$ cat config.mk
export PLATFORM = sky130hd
export DESIGN_NAME = ps2_mouse_cmd_seq
export DESIGN_NICKNAME = d
export VERILOG_FILES = /design/src/rtl/ps2_mouse_cmd_seq.sv
export SDC_FILE = /design/constraint.sdc
export NUM_CORES = 1
export LEC_CHECK = 0
export CAP_MARGIN = 40
export CORE_AREA = 2 2 89 108
export DETAILED_ROUTE_END_ITERATION = 8
export DIE_AREA = 0 0 91 110
export SETUP_SLACK_MARGIN = 0.1
export SLEW_MARGIN = 30
export SYNTH_ARGS = -nofsm -noshare
export SYNTH_HDL_FRONTEND = slang
export SYNTH_SLANG_ARGS = --single-unit
$ cat constraint.sdc
create_clock -name clk -period 3.4 [get_ports clk]
set_input_delay 0.68 -clock clk [delete_from_list [all_inputs] [get_ports clk]]
set_output_delay 0.68 -clock clk [all_outputs]
set_load 0.005 [all_outputs]
$ cat src/rtl/ps2_mouse_cmd_seq.sv
// ps2_mouse_cmd_seq
// Command sequencer and byte scheduler that sits between a PS/2 transceiver
// and a mouse packet decoder. After reset it runs the mouse power-up
// sequence, then arbitrates the transmit path between stream forwarding and
// runtime host commands, checking every acknowledge with resend and timeouts.
//
// Optional feature macro: PS2_MOUSE_WHEEL_EN
//   Defined   : extended init list that unlocks the scroll wheel and
//               captures the device ID (03 -> wheel_present = 1).
//   Undefined : plain 4-step init list, wheel_present tied low.
module ps2_mouse_cmd_seq #(
    parameter int         TIMEOUT_CYCLES     = 2_500_000,
    parameter int         BAT_TIMEOUT_CYCLES = 50_000_000,
    parameter int         MAX_RETRY          = 3,
    parameter logic [7:0] SAMPLE_RATE        = 8'd100
) (
    input  logic       clk,
    input  logic       rst,
    input  logic       tx_done_tick,
    input  logic       rx_done_tick,
    input  logic [7:0] rx_data,
    output logic       wr_ps2,
    output logic [7:0] tx_data,
    input  logic       cmd_valid,
    input  logic [7:0] cmd_data,
    output logic       cmd_ready,
    output logic       cmd_done,
    output logic       cmd_err,
    output logic       stream_valid,
    output logic [7:0] stream_data,
    output logic       init_done,
    output logic       init_err,
    output logic       wheel_present
);

    // Mouse protocol bytes
    localparam logic [7:0] B_ACK    = 8'hFA;
    localparam logic [7:0] B_RESEND = 8'hFE;
    localparam logic [7:0] B_ERROR  = 8'hFC;
    localparam logic [7:0] B_BAT_OK = 8'hAA;
    localparam logic [7:0] B_ID_STD = 8'h00;

`ifdef PS2_MOUSE_WHEEL_EN
    // Magic sample-rate knock (200, 100, 80) followed by Get Device ID (F2)
    localparam int N_INIT  = 11;
    localparam int ID_STEP = 7;
    localparam logic [8*N_INIT-1:0] INIT_FLAT = {
        8'hF4, SAMPLE_RATE, 8'hF3, 8'hF2, 8'h50, 8'hF3,
        8'h64, 8'hF3, 8'hC8, 8'hF3, 8'hFF
    };
`else
    localparam int N_INIT = 4;
    localparam logic [8*N_INIT-1:0] INIT_FLAT = {8'hF4, SAMPLE_RATE, 8'hF3, 8'hFF};
`endif

    localparam int LAST_STEP = N_INIT - 1;
    localparam int T_MAX     = (BAT_TIMEOUT_CYCLES > TIMEOUT_CYCLES) ?
                               BAT_TIMEOUT_CYCLES : TIMEOUT_CYCLES;
    localparam int TW        = $clog2(T_MAX + 1);
    localparam int SW        = $clog2(N_INIT);
    // retry counter must be able to hold MAX_RETRY + 1
    localparam int RW        = $clog2(MAX_RETRY + 2);

    localparam logic [TW-1:0] T_ACK = TW'(TIMEOUT_CYCLES);
    localparam logic [TW-1:0] T_BAT = TW'(BAT_TIMEOUT_CYCLES);

    typedef enum logic [3:0] {
        S_TX,
        S_WAIT_TX,
        S_ACK,
        S_BAT,
        S_ID,
        S_WID,
        S_RUN,
        S_HTX,
        S_HWAIT,
        S_HACK,
        S_ERR
    } state_t;

    state_t          state_reg;
    logic [SW-1:0]   step_reg;
    logic [RW-1:0]   retry_reg;
    logic [TW-1:0]   timer_reg;
    logic            resent_reg;
    logic [7:0]      cmd_byte_reg;

    logic [7:0]      init_rom [N_INIT];
    logic            timer_zero;
    logic            init_fail;
    logic            host_fail;
    logic            cmd_fire;
    logic [RW-1:0]   retry_inc;

    // Unpack the init byte list into a small lookup table indexed by step
    for (genvar gi = 0; gi < N_INIT; gi++) begin : g_init_rom
        assign init_rom[gi] = INIT_FLAT[8*gi +: 8];
    end

    assign timer_zero = (timer_reg == '0);
    assign cmd_fire   = cmd_valid && cmd_ready;
    assign retry_inc  = retry_reg + RW'(1);

    // Failure detection: a received byte takes priority over a timer expiry
    // in the same cycle; a second FE on the same byte is a failure.
    always_comb begin
        init_fail = 1'b0;
        host_fail = 1'b0;
        case (state_reg)
            S_WAIT_TX: init_fail = !tx_done_tick && timer_zero;
            S_ACK: begin
                if (rx_done_tick) begin
                    init_fail = (rx_data == B_RESEND) ? resent_reg : (rx_data != B_ACK);
                end else begin
                    init_fail = timer_zero;
                end
            end
            S_BAT:     init_fail = rx_done_tick ? (rx_data != B_BAT_OK) : timer_zero;
            S_ID:      init_fail = rx_done_tick ? (rx_data != B_ID_STD) : timer_zero;
            S_WID:     init_fail = !rx_done_tick && timer_zero;
            S_HWAIT:   host_fail = !tx_done_tick && timer_zero;
            S_HACK: begin
                if (rx_done_tick) begin
                    host_fail = (rx_data == B_ERROR) ||
                                ((rx_data == B_RESEND) && resent_reg);
                end else begin
                    host_fail = timer_zero;
                end
            end
            default: begin
                init_fail = 1'b0;
                host_fail = 1'b0;
            end
        endcase
    end

    // Main sequencer: state, step/retry bookkeeping, timer and all outputs
    always_ff @(posedge clk) begin
        if (rst) begin
            state_reg     <= S_TX;
            step_reg      <= '0;
            retry_reg     <= '0;
            timer_reg     <= '0;
            resent_reg    <= 1'b0;
            cmd_byte_reg  <= 8'h00;
            wr_ps2        <= 1'b0;
            tx_data       <= 8'h00;
            cmd_ready     <= 1'b0;
            cmd_done      <= 1'b0;
            cmd_err       <= 1'b0;
            stream_valid  <= 1'b0;
            stream_data   <= 8'h00;
            init_done     <= 1'b0;
            init_err      <= 1'b0;
`ifdef PS2_MOUSE_WHEEL_EN
            wheel_present <= 1'b0;
`endif
        end else begin
            wr_ps2       <= 1'b0;
            cmd_done     <= 1'b0;
            cmd_err      <= 1'b0;
            stream_valid <= 1'b0;

            if (init_fail) begin
                // Restart the whole init sequence, or give up for good
                retry_reg  <= retry_inc;
                resent_reg <= 1'b0;
                if (retry_inc > RW'(MAX_RETRY)) begin
                    state_reg <= S_ERR;
                    init_err  <= 1'b1;
                    init_done <= 1'b0;
                    cmd_ready <= 1'b0;
                end else begin
                    step_reg  <= '0;
                    state_reg <= S_TX;
                end
            end else if (host_fail) begin
                cmd_err   <= 1'b1;
                cmd_ready <= 1'b1;
                state_reg <= S_RUN;
            end else begin
                case (state_reg)
                    S_TX: begin
                        tx_data   <= init_rom[step_reg];
                        wr_ps2    <= 1'b1;
                        timer_reg <= T_ACK;
                        state_reg <= S_WAIT_TX;
                    end

                    S_WAIT_TX: begin
                        if (tx_done_tick) begin
                            timer_reg <= T_ACK;
                            state_reg <= S_ACK;
                        end else if (!timer_zero) begin
                            timer_reg <= timer_reg - TW'(1);
                        end
                    end

                    S_ACK: begin
                        if (rx_done_tick) begin
                            if (rx_data == B_RESEND) begin
                                resent_reg <= 1'b1;
                                state_reg  <= S_TX;
                            end else begin
                                resent_reg <= 1'b0;
                                if (step_reg == '0) begin
                                    timer_reg <= T_BAT;
                                    state_reg <= S_BAT;
`ifdef PS2_MOUSE_WHEEL_EN
                                end else if (step_reg == SW'(ID_STEP)) begin
                                    timer_reg <= T_ACK;
                                    state_reg <= S_WID;
`endif
                                end else if (step_reg == SW'(LAST_STEP)) begin
                                    init_done <= 1'b1;
                                    cmd_ready <= 1'b1;
                                    state_reg <= S_RUN;
                                end else begin
                                    step_reg  <= step_reg + SW'(1);
                                    state_reg <= S_TX;
                                end
                            end
                        end else if (!timer_zero) begin
                            timer_reg <= timer_reg - TW'(1);
                        end
                    end

                    S_BAT: begin
                        if (rx_done_tick) begin
                            timer_reg <= T_BAT;
                            state_reg <= S_ID;
                        end else if (!timer_zero) begin
                            timer_reg <= timer_reg - TW'(1);
                        end
                    end

                    S_ID: begin
                        if (rx_done_tick) begin
                            step_reg  <= SW'(1);
                            state_reg <= S_TX;
                        end else if (!timer_zero) begin
                            timer_reg <= timer_reg - TW'(1);
                        end
                    end

`ifdef PS2_MOUSE_WHEEL_EN
                    S_WID: begin
                        if (rx_done_tick) begin
                            wheel_present <= (rx_data == 8'h03);
                            step_reg      <= step_reg + SW'(1);
                            state_reg     <= S_TX;
                        end else if (!timer_zero) begin
                            timer_reg <= timer_reg - TW'(1);
                        end
                    end
`endif

                    S_RUN: begin
                        // A byte and a command in the same cycle are both served
                        if (rx_done_tick) begin
                            stream_valid <= 1'b1;
                            stream_data  <= rx_data;
                        end
                        if (cmd_fire) begin
                            cmd_byte_reg <= cmd_data;
                            resent_reg   <= 1'b0;
                            cmd_ready    <= 1'b0;
                            state_reg    <= S_HTX;
                        end
                    end

                    S_HTX: begin
                        tx_data   <= cmd_byte_reg;
                        wr_ps2    <= 1'b1;
                        timer_reg <= T_ACK;
                        state_reg <= S_HWAIT;
                    end

                    S_HWAIT: begin
                        if (tx_done_tick) begin
                            timer_reg <= T_ACK;
                            state_reg <= S_HACK;
                        end else if (!timer_zero) begin
                            timer_reg <= timer_reg - TW'(1);
                        end
                    end

                    S_HACK: begin
                        if (rx_done_tick && (rx_data == B_ACK)) begin
                            cmd_done  <= 1'b1;
                            cmd_ready <= 1'b1;
                            state_reg <= S_RUN;
                        end else if (rx_done_tick && (rx_data == B_RESEND)) begin
                            resent_reg <= 1'b1;
                            state_reg  <= S_HTX;
                        end else begin
                            // Mid-packet stream bytes still reach the decoder
                            if (rx_done_tick) begin
                                stream_valid <= 1'b1;
                                stream_data  <= rx_data;
                            end
                            if (!timer_zero) begin
                                timer_reg <= timer_reg - TW'(1);
                            end
                        end
                    end

                    S_ERR: begin
                        init_err  <= 1'b1;
                        init_done <= 1'b0;
                        cmd_ready <= 1'b0;
                    end

                    default: state_reg <= S_ERR;
                endcase
            end
        end
    end

`ifndef PS2_MOUSE_WHEEL_EN
    assign wheel_present = 1'b0;
`endif

endmodule
; ---- Word-level counts from Yosys, hierarchy flattened
; Cells that the tools add are included.
; Widths: inputs -> output; s select.
[word_totals]
register_bits = 67
input_bits = 21
out_inout_bits = 24
elab_cells = 183
[classes]
add_sub_neg = 3
order_cmp = 2
n_eq_ne = 45
muxes = 78
n_bitwise = 4
n_reduce_logical = 36
[op_table]
columns = cell, count
row1 = $mux 26, 9
row2 = $pmux 26 s6, 1
row3 = $mux 4, 11
row4 = $mux 8, 5
row5 = $ne 4x4->1 const B, 10
row6 = $pmux 4 s10, 1
row7 = $pmux 8 s2, 2
row8 = $reduce_and 8->1, 4
row9 = $mux 1, 30
row10 = $ne 3x3->1 const B, 9
row11 = $logic_not 26->1, 1
row12 = $sub 26x1->26 const B, 1
row13 = $eq 8x8->1 const B, 3
row14 = $bmux 8 s2, 1
row15 = $eq 4x3->1 const B, 4
row16 = $mux 2, 8
row17 = $ne 2x2->1 const B, 8
row18 = $ne 8x8->1 const B, 2
row19 = $eq 4x4->1 const B, 3
row20 = $reduce_bool 6->1, 2
row21 = $mux 3, 3
row22 = $reduce_bool 3->1, 3
row23 = $eq 4x2->1 const B, 2
row24 = $reduce_bool 8->1, 1
row25 = other kinds (29), 44

; ---- Logic depth before layout (Yosys ltp)
; Gate-level depths: netlist of the first run.
[logic_depth]
word_depth = 8
ltp_mapped = 10
mapped_depth_nobuf = 9

; ---- Worst setup path after synthesis of the first run
; OpenSTA, ideal clock, no wires.
[synth_timing]
kind = input to register
from = input port rx_data[2]
to = register timer_reg[9]
setup_ps = 74
arrival_time_ps = 2793
required_time_ps = 3326
slack_ps = 533
stages = 8
n_path_buf = 1
path_cell_list = buf_6 > nor3_1 > nand4_1 > a211o_1 > a211o_1 > or3_4 > or4_1 > a31oi_1
[synth_between]
elab_chain_len = 7
word_cells_on_any_way = 23
classes_between = eq/ne (8) / mux (7) / bitwise (2) / reduce/logical (6)
[synth_lines]
columns = item, line
row1 = from (decl), 21  ; input logic [7:0] rx_data,
row2 = $eq 8x8->1, n/a
row3 = $logic_and 1x1->1, 125  ; ((rx_data == B_RESEND) && resent_reg);
row4 = $logic_or 1x1->1, 124  ; host_fail = (rx_data == B_ERROR) ||
row5 = $mux 1, 123  ; if (rx_done_tick) begin
row6 = $pmux 1 s2, 109  ; case (state_reg)
row7 = $not 1->1 (no line), n/a
row8 = $reduce_and 8->1 (no line) (*), n/a
row9 = to (signal assigned), 195  ; timer_reg <= timer_reg - TW'(1);
row10 = to (signal assigned), 224  ; timer_reg <= timer_reg - TW'(1);
row11 = to (signal assigned), 233  ; timer_reg <= timer_reg - TW'(1);
row12 = to (decl), 84  ; logic [TW-1:0] timer_reg;
; Every way passes the cells marked *; elsewhere a longest branch is shown, timed or not.
; A chain may end at the register's enable or synchronous reset.

; ---- Worst setup path in the final report of the first run
[layout_timing]
from = input port rx_done_tick
to = register timer_reg[9]
[layout_between]
elab_chain_len = 5
word_cells_on_any_way = 21
classes_between = eq/ne (5) / mux (9) / bitwise (2) / reduce/logical (5)
[layout_lines]
columns = item, line
row1 = from (decl), 20  ; input logic rx_done_tick,
row2 = $logic_not 1->1, 120  ; S_WID: init_fail = !rx_done_tick && timer_zero;
row3 = $logic_and 1x1->1, 120
row4 = $pmux 1 s5, 109
row5 = $not 1->1 (no line), n/a
row6 = $reduce_and 8->1 (no line), n/a
; Several ways; a longest one is shown, not always the timed one.

==> results of run 1 <==
[stage by stage]
step / utilization [%] / cell area, um2 / hold slack, ns
CTS: 53.91 / 4818 / 0.4557
finish: 53.91 / 4818 / 0.4541
floorplan: - / 3902 / 0.4483
global placement: 51.82 / 4632 / 0.4429
detailed placement: 51.82 / 4632 / 0.4439
global route: 53.91 / 4818 / 0.4761
[cell families after synthesis]
logic type | count (synthesis) | share of synthesized area [%]
buf+inv | 46 | 4.937
other cells | 1 | 0.09609
mux | 21 | 5.418
compound gates | 150 | 23.63
xor+xnor | 3 | 0.6734
simple gates | 213 | 27.73
fa+ha+maj | 10 | 3.142
flops | 67 | 34.37
[routing by layer]
layer  global-route usage, %  wire length, um
met3                   5.099              555
met2                   41.64             5788
met5                       0                0
met4                   13.53              406
met1                   25.77             4651
[report_power, final]
group | switching, uW | internal (uW) | leakage, uW
registers | 206 | 982 | 0.000547
clock network | 329 | 307 | 0.0000961
logic | 1460 | 1070 | 0.00121
[path summary, 6_finish.rpt]
path	endpoint	slack [ns]	depth (start not counted)
worst min register to register	tx_data[1]	0.45	2
worst max register to register	step_reg[0]	0.60	8
worst max-delay path	timer_reg[9]	0.37	8
worst min-delay path	tx_data[1]	0.45	2
[final cells by class]
| type | instances | area [um2] | share of cell area (%) |
|---|---|---|---|
| clock buffers | 11 | 151.4 | 3.142 |
| clock inverters | 5 | 35.03 | 0.7271 |
| inverters | 13 | 48.80 | 1.013 |
| multi-input cells | 398 | 2369 | 49.16 |
| flip-flops and latches | 67 | 1341 | 27.84 |
| well taps | 120 | 150.1 | 3.116 |
| repair buffers | 81 | 723.2 | 15.01 |
[Yosys cell counts, drive strengths merged, types with 10 or more instances]
master and number:
nand2 32, nor3 31, o21ai 30, clkbuf 24
a21oi 57, a31oi 11, nand3 18, nor2 62
nor4 10, mux2i 20, inv 12, dfxtp 67
nand2b 13
[tightest hold or removal path: cells and delay by family (launching register included)]
family / cells / cell delay [ns]
AOI/OAI and AO/OA: 1 / 0.05
DFF: 1 / 0.31
and+or+nand+nor: 1 / 0.05
==> metrics.md, run 1 <==
| Metric | Value |
|---|---|
| Result of the run | `finished clean` |
| Critical Path, Cell by Cell | `clkdlybuf4s50_1 -> or4bb_1 -> a21oi_1 -> a211o_1 -> a211o_1 -> or3_4 -> or4_1 -> a31oi_1` |
| Final weighted congestion in routability-driven placement | `0.9839` |
| Top delay family on crit path | `simple AND/OR/NAND/NOR gates` |
| Crit share post-route | `between 80% and 90%` |
| Count of input and output buffers | `43` |
| Top flip-flop cell by instance count after synthesis | `sky130_fd_sc_hd__dfxtp_1` |
| Max Fanout on Critical Path | `9` |
| Worst Setup Slack post-DPL | `~0.05 ns` |
| Layout net count | `600` |
| Total power | `4359 uW` |
| Detailed-route vias per instance | `between 5 and 6` |
| Worst reg2reg path startpoint | `state_reg[3]` |
| Fin. max-slew vios | `0` |
| Max VDD drop | `~0.00034 V` |
| First-pass DRT Iterations | `5` |
| Setup repair after global routing missed its margin | `no` |
| Core Footprint | `approximately 8900 um2` |
| Leakage power total | `~0.0019 uW` |
| Crit path top cell by count | `sky130_fd_sc_hd__a211o_1` |
| Die extent in x | `about 90 um` |
| WS Path Type | `primary input to register` |
| Ports placed on the boundary | `45` |
| Drt wl/cell | `16.41 um` |
| Number of unique standard cell types used by synthesis | `64` |
| Initial DRC Count | `between 100 and 150` |
| Share of Yosys cell area claimed by the top area cell type | `34.37%` |
| Source of the worst hold timing path | `tx_data[1]` |
| Async set-reset flop share out of synthesis | `0%` |
| WP buf/inv | `1` |
| Antenna Nets Post-Route | `0` |
| Clock tree from TritonCTS | `built` |
| Growth of design area from synthesis to finish | `23.47%` |
| Critical path launch point | `rx_done_tick` |
| Power Dens Cells | `~900 nW/um2` |
| Part of the Yosys area used for sequential elements | `roughly 34%` |
| DIE AREA | `10,010 um2` |
| Largest net degree at the start of global routing | `35` |
| Number of clock sinks | `67` |
| Total routed wirelength | `between 10,000 and 15,000 um` |
| Crit path max-delay cell type | `sky130_fd_sc_hd__clkdlybuf4s50_1` |
| # resized after CTS | `0` |
| Maximum clock path buffer count | `2` |
| Global-route wire length before repair | `between 15,000 and 20,000 um` |
| Total global routing track utilization | `about a quarter` |
| CTS hold repair buffers | `0` |
| Die Ht | `110 um` |
| Vias in the first global route | `3,919` |
| Layout cells sized above 1 | `between 10% and 20%` |
| Tightest Hold Check Type | `register to register` |
| Number of antenna cells inserted | `0` |
| Critical Path Source Type | `primary input` |
| Num CTS Buffers | `9` |
| Commonest cells after routing, fill and taps aside | `sky130_fd_sc_hd__dfxtp_1 (67), sky130_fd_sc_hd__nor2_1 (62), sky130_fd_sc_hd__a21oi_1 (57)` |
| Endpoint kind of the worst setup timing path | `register` |
| Number of instances in the synthesized netlist | `approximately 500` |
| Starting utilization of the core area | `between 40% and 50%` |
| Synth warnings | `0` |
| Number of placed cells counting well taps | `679` |
| Clock root buffer | `sky130_fd_sc_hd__clkbuf_8` |
| Flip-flop count of the largest register after layout | `26` |
| Post-detailed-placement half-perimeter wirelength | `~8000 um` |
| Clock slew at reported path FFs | `roughly 0.08 ns` |
| Clock latency on the worst-skew pair | `around 0.35 ns` |
| Worst-case setup margin in the final layout | `roughly 0.37 ns` |
| Critical path required time | `roughly 3.7 ns` |
| Final Non-Filler Cells | `just under 700` |
| Flip-flop and latch count after synthesis | `67` |
| Time the worst path needs with I/O delays and setup | `3.026 ns` |
| Top cells by area, synth | `sky130_fd_sc_hd__dfxtp_1 (34%), sky130_fd_sc_hd__a21oi_1 (7.3%), sky130_fd_sc_hd__nor2_1 (6.0%), sky130_fd_sc_hd__mux2i_1 (5.1%), sky130_fd_sc_hd__nor3_1 (3.8%)` |
| Crit path largest cell delay | `0.56 ns` |
| Normalized max-slew margin | `slightly below 50%` |
| Leading cell type in the layout, fill and taps excluded | `sky130_fd_sc_hd__dfxtp_1` |
| EDFF count, synth | `0` |
| Count of endpoints failing hold in the final timing report | `0` |
| Number of buffers inserted to repair setup after CTS | `0` |
| Avg Inst Size Synth | `7.637 um2` |
| Number of max-capacitance violations reported | `0` |
| Skew final | `~0.0076 ns` |
| H-tree levels | `3` |
| Actual slew at the worst max-slew pin | `~0.77 ns` |
| Detailed-route via count | `slightly above 4,000` |
| # fillers | `slightly above 900` |
| Net count after synthesis | `between 500 and 600` |
| Largest area contributor in the netlist | `sky130_fd_sc_hd__dfxtp_1` |
| Post-Synthesis Cell Area | `3902 um2` |
| Final setup violation count | `0` |
| Residual overflow from global routing | `0` |
| Final TNS setup | `0 ns` |
| Arrival time reported for the critical path endpoint | `between 3 and 4 ns` |
| Max Clk Rate | `roughly 330 MHz` |
| Number of placement rows | `38` |
| Drc violations | `0` |
| Antenna violations before repair | `0` |
Power figures use the tool's default switching activity.
==> run 2: changes to the inputs <==
- GPL_ROUTABILITY_DRIVEN: not set -> 0
- PLACE_DENSITY_LB_ADDON: not set -> 0.25
==> metrics.md, run 2 (synthesized netlist as in run 1, its figures left out) <==
| Metric | Value |
|---|---|
| DIE AREA | `10,010 um2 (unchanged)` |
| Setup repair after global routing missed its margin | `no` |
| Drc violations | `0 (unchanged)` |
| Clock network fraction of design power | `18.4% (+3.8 points)` |
| Count of endpoints failing hold in the final timing report | `0 (unchanged)` |
| Number of placed cells counting well taps | `671 (-1.2%)` |
| Maximum clock path buffer count | `2 (unchanged)` |
| Skew final | `0.01222 ns (+0.004578 ns)` |
| Max Fanout on Critical Path | `10 (+1)` |
| Final TNS setup | `0 ns (unchanged)` |
| Result of the run | `finished clean` |
| Arrival time reported for the critical path endpoint | `3.20 ns (-0.11 ns)` |
| Leading cell type in the layout, fill and taps excluded | `sky130_fd_sc_hd__dfxtp_1` |
| Commonest cells after routing, fill and taps aside | `sky130_fd_sc_hd__dfxtp_1 (67), sky130_fd_sc_hd__nor2_1 (62), sky130_fd_sc_hd__a21oi_1 (57)` |
| Power Dens Cells | `930.4 nW/um2 (+2.8%)` |
| Residual overflow from global routing | `0 (unchanged)` |
| Detailed-route via count | `4,017 (-1.1%)` |
| Crit share post-route | `87.13% (-1.9 points)` |
| Internal Dissipation | `2506 uW (+6.2%)` |
| Part of the power in combinational logic | `54.9% (-3.2 points)` |
| Power dissipated by switching net loads | `1960 uW (-1.9%)` |
| Antenna Nets Post-Route | `0 (unchanged)` |
| Critical Path Source Type | `register` |
| Total global routing track utilization | `22.46% (-0.88 points)` |
| Layout net count | `592 (-1.3%)` |
| Fin. max-slew vios | `0 (unchanged)` |
| Layout cells sized above 1 | `10.41% (-1.4 points)` |
| Flip-flop count of the largest register after layout | `26 (unchanged)` |
| Layout Utilization | `53.71% (-0.20 points)` |
| Antenna violations before repair | `0 (unchanged)` |
| Die extent in x | `91 um (unchanged)` |
| Number of max-capacitance violations reported | `0 (unchanged)` |
| Starting utilization of the core area | `43.66% (unchanged)` |
| Time the worst path needs with I/O delays and setup | `2.962 ns (-0.06398 ns)` |
| Clock tree from TritonCTS | `built` |
| Initial DRC Count | `144 (+3.6%)` |
| Clock latency on the worst-skew pair | `0.36 ns (about the same)` |
| Number of buffers inserted to repair setup after CTS | `0 (unchanged)` |
| Endpoint kind of the worst setup timing path | `register` |
| Detailed-route vias per instance | `5.847 (about the same)` |
| H-tree levels | `3 (unchanged)` |
| Leakage power total | `0.001840 uW (-0.84%)` |
| Tightest Hold Check Type | `register to register` |
| First-pass DRT Iterations | `4 (-1)` |
| Number of clock sinks | `67 (unchanged)` |
| Switching share of total power | `43.89% (-2.0 points)` |
| Critical path required time | `3.64 ns (-0.04 ns)` |
| Post-detailed-placement half-perimeter wirelength | `7833 um (-3.9%)` |
| CTS hold repair buffers | `0 (unchanged)` |
| Ports placed on the boundary | `45 (unchanged)` |
| Max Clk Rate | `337.6 MHz (+2.2%)` |
| Worst Setup Slack post-DPL | `0.1079 ns (+0.05661 ns)` |
| Clock root buffer | `sky130_fd_sc_hd__clkbuf_8` |
| # resized after CTS | `0 (unchanged)` |
| Largest net degree at the start of global routing | `30 (-14%)` |
| Normalized max-slew margin | `50.80% (+2.4 points)` |
| Clock slew at reported path FFs | `0.08 ns (about the same)` |
| Die Ht | `110 um (unchanged)` |
| Growth of design area from synthesis to finish | `23.02%` |
| Relative contribution of sequential cells to total power | `26.7% (-0.6 points)` |
| Drt wl/cell | `16.09 um (-1.9%)` |
| WS Path Type | `register to register` |
| Number of antenna cells inserted | `0 (unchanged)` |
| Count of input and output buffers | `43 (unchanged)` |
| Number of placement rows | `38 (unchanged)` |
| Max VDD drop | `0.0003687 V (+9.1%)` |
| Global-route wire length before repair | `18,190 um (-1.8%)` |
| Actual slew at the worst max-slew pin | `0.7380 ns (-0.02962 ns)` |
| Num CTS Buffers | `9 (unchanged)` |
| Core Footprint | `8939 um2 (unchanged)` |
| Final setup violation count | `0 (unchanged)` |
| Final Non-Filler Cells | `687 (-1.2%)` |
| Vias in the first global route | `3,850 (-1.8%)` |
| Worst-case setup margin in the final layout | `0.4377 ns (+0.06398 ns)` |
| Total routed wirelength | `11,050 um (-3.1%)` |
[run 2: worst paths after layout]
check	end	startpoint	slack, ns	depth (start not counted)
worst max-delay path	step_reg[0]	timer_reg[14]	0.44	7
worst min-delay path	tx_data[1]	tx_data[1]	0.46	2
worst max register to register	step_reg[0]	timer_reg[14]	0.44	7
worst min register to register	tx_data[1]	tx_data[1]	0.46	2
[run 2: metal layers]
layer	part of all wire, %	routed length [um]	track usage [%]
met1	41	4526	25.26
met2	51	5606	40.79
met3	4.9	543	4.079
met4	3.4	377	11.69
met5	0	0	0
[run 2: per-stage QoR]
stage,area [um2],power [uW],hold slack [ns]
2_1_floorplan,3902,2843,0.4483
3_3_place_gp,4559,3555,0.4469
3_5_place_dp,4559,3613,0.4533
4_1_cts,4801,4451,0.4635
5_1_grt,4801,4799,0.4829
6_report,4801,4467,0.4601
[run 2: power by group through the flow]
stage          sequential [uW]  combinational [uW]  clock [uW]
2_1_floorplan             1130                1710           0
3_5_place_dp              1200                2410           0
6_report                  1190                2450         820
4_1_cts                   1190                2430         830
5_1_grt                   1220                2720         861
3_3_place_gp              1190                2360           0
[run 2: worst max-delay path, cell delays in order (launching register included)]
cell                       delay, ns
sky130_fd_sc_hd__dfxtp_1        0.35
sky130_fd_sc_hd__or3_1          0.42
sky130_fd_sc_hd__nor4_1         0.48
sky130_fd_sc_hd__and4_1         0.53
sky130_fd_sc_hd__a21oi_1        0.24
sky130_fd_sc_hd__a211oi_1       0.39
sky130_fd_sc_hd__nand3_1        0.26
sky130_fd_sc_hd__mux2i_1        0.17
[run 2: final cells by class]
type	instances	area, um2
clock inverter	5	100.1
sequential	67	1341
clock buffer	11	141.4
tap	120	150.1
fill	885	4138
timing repair buffer	73	650.6
inverter	13	48.80
multi-input combinational	398	2369
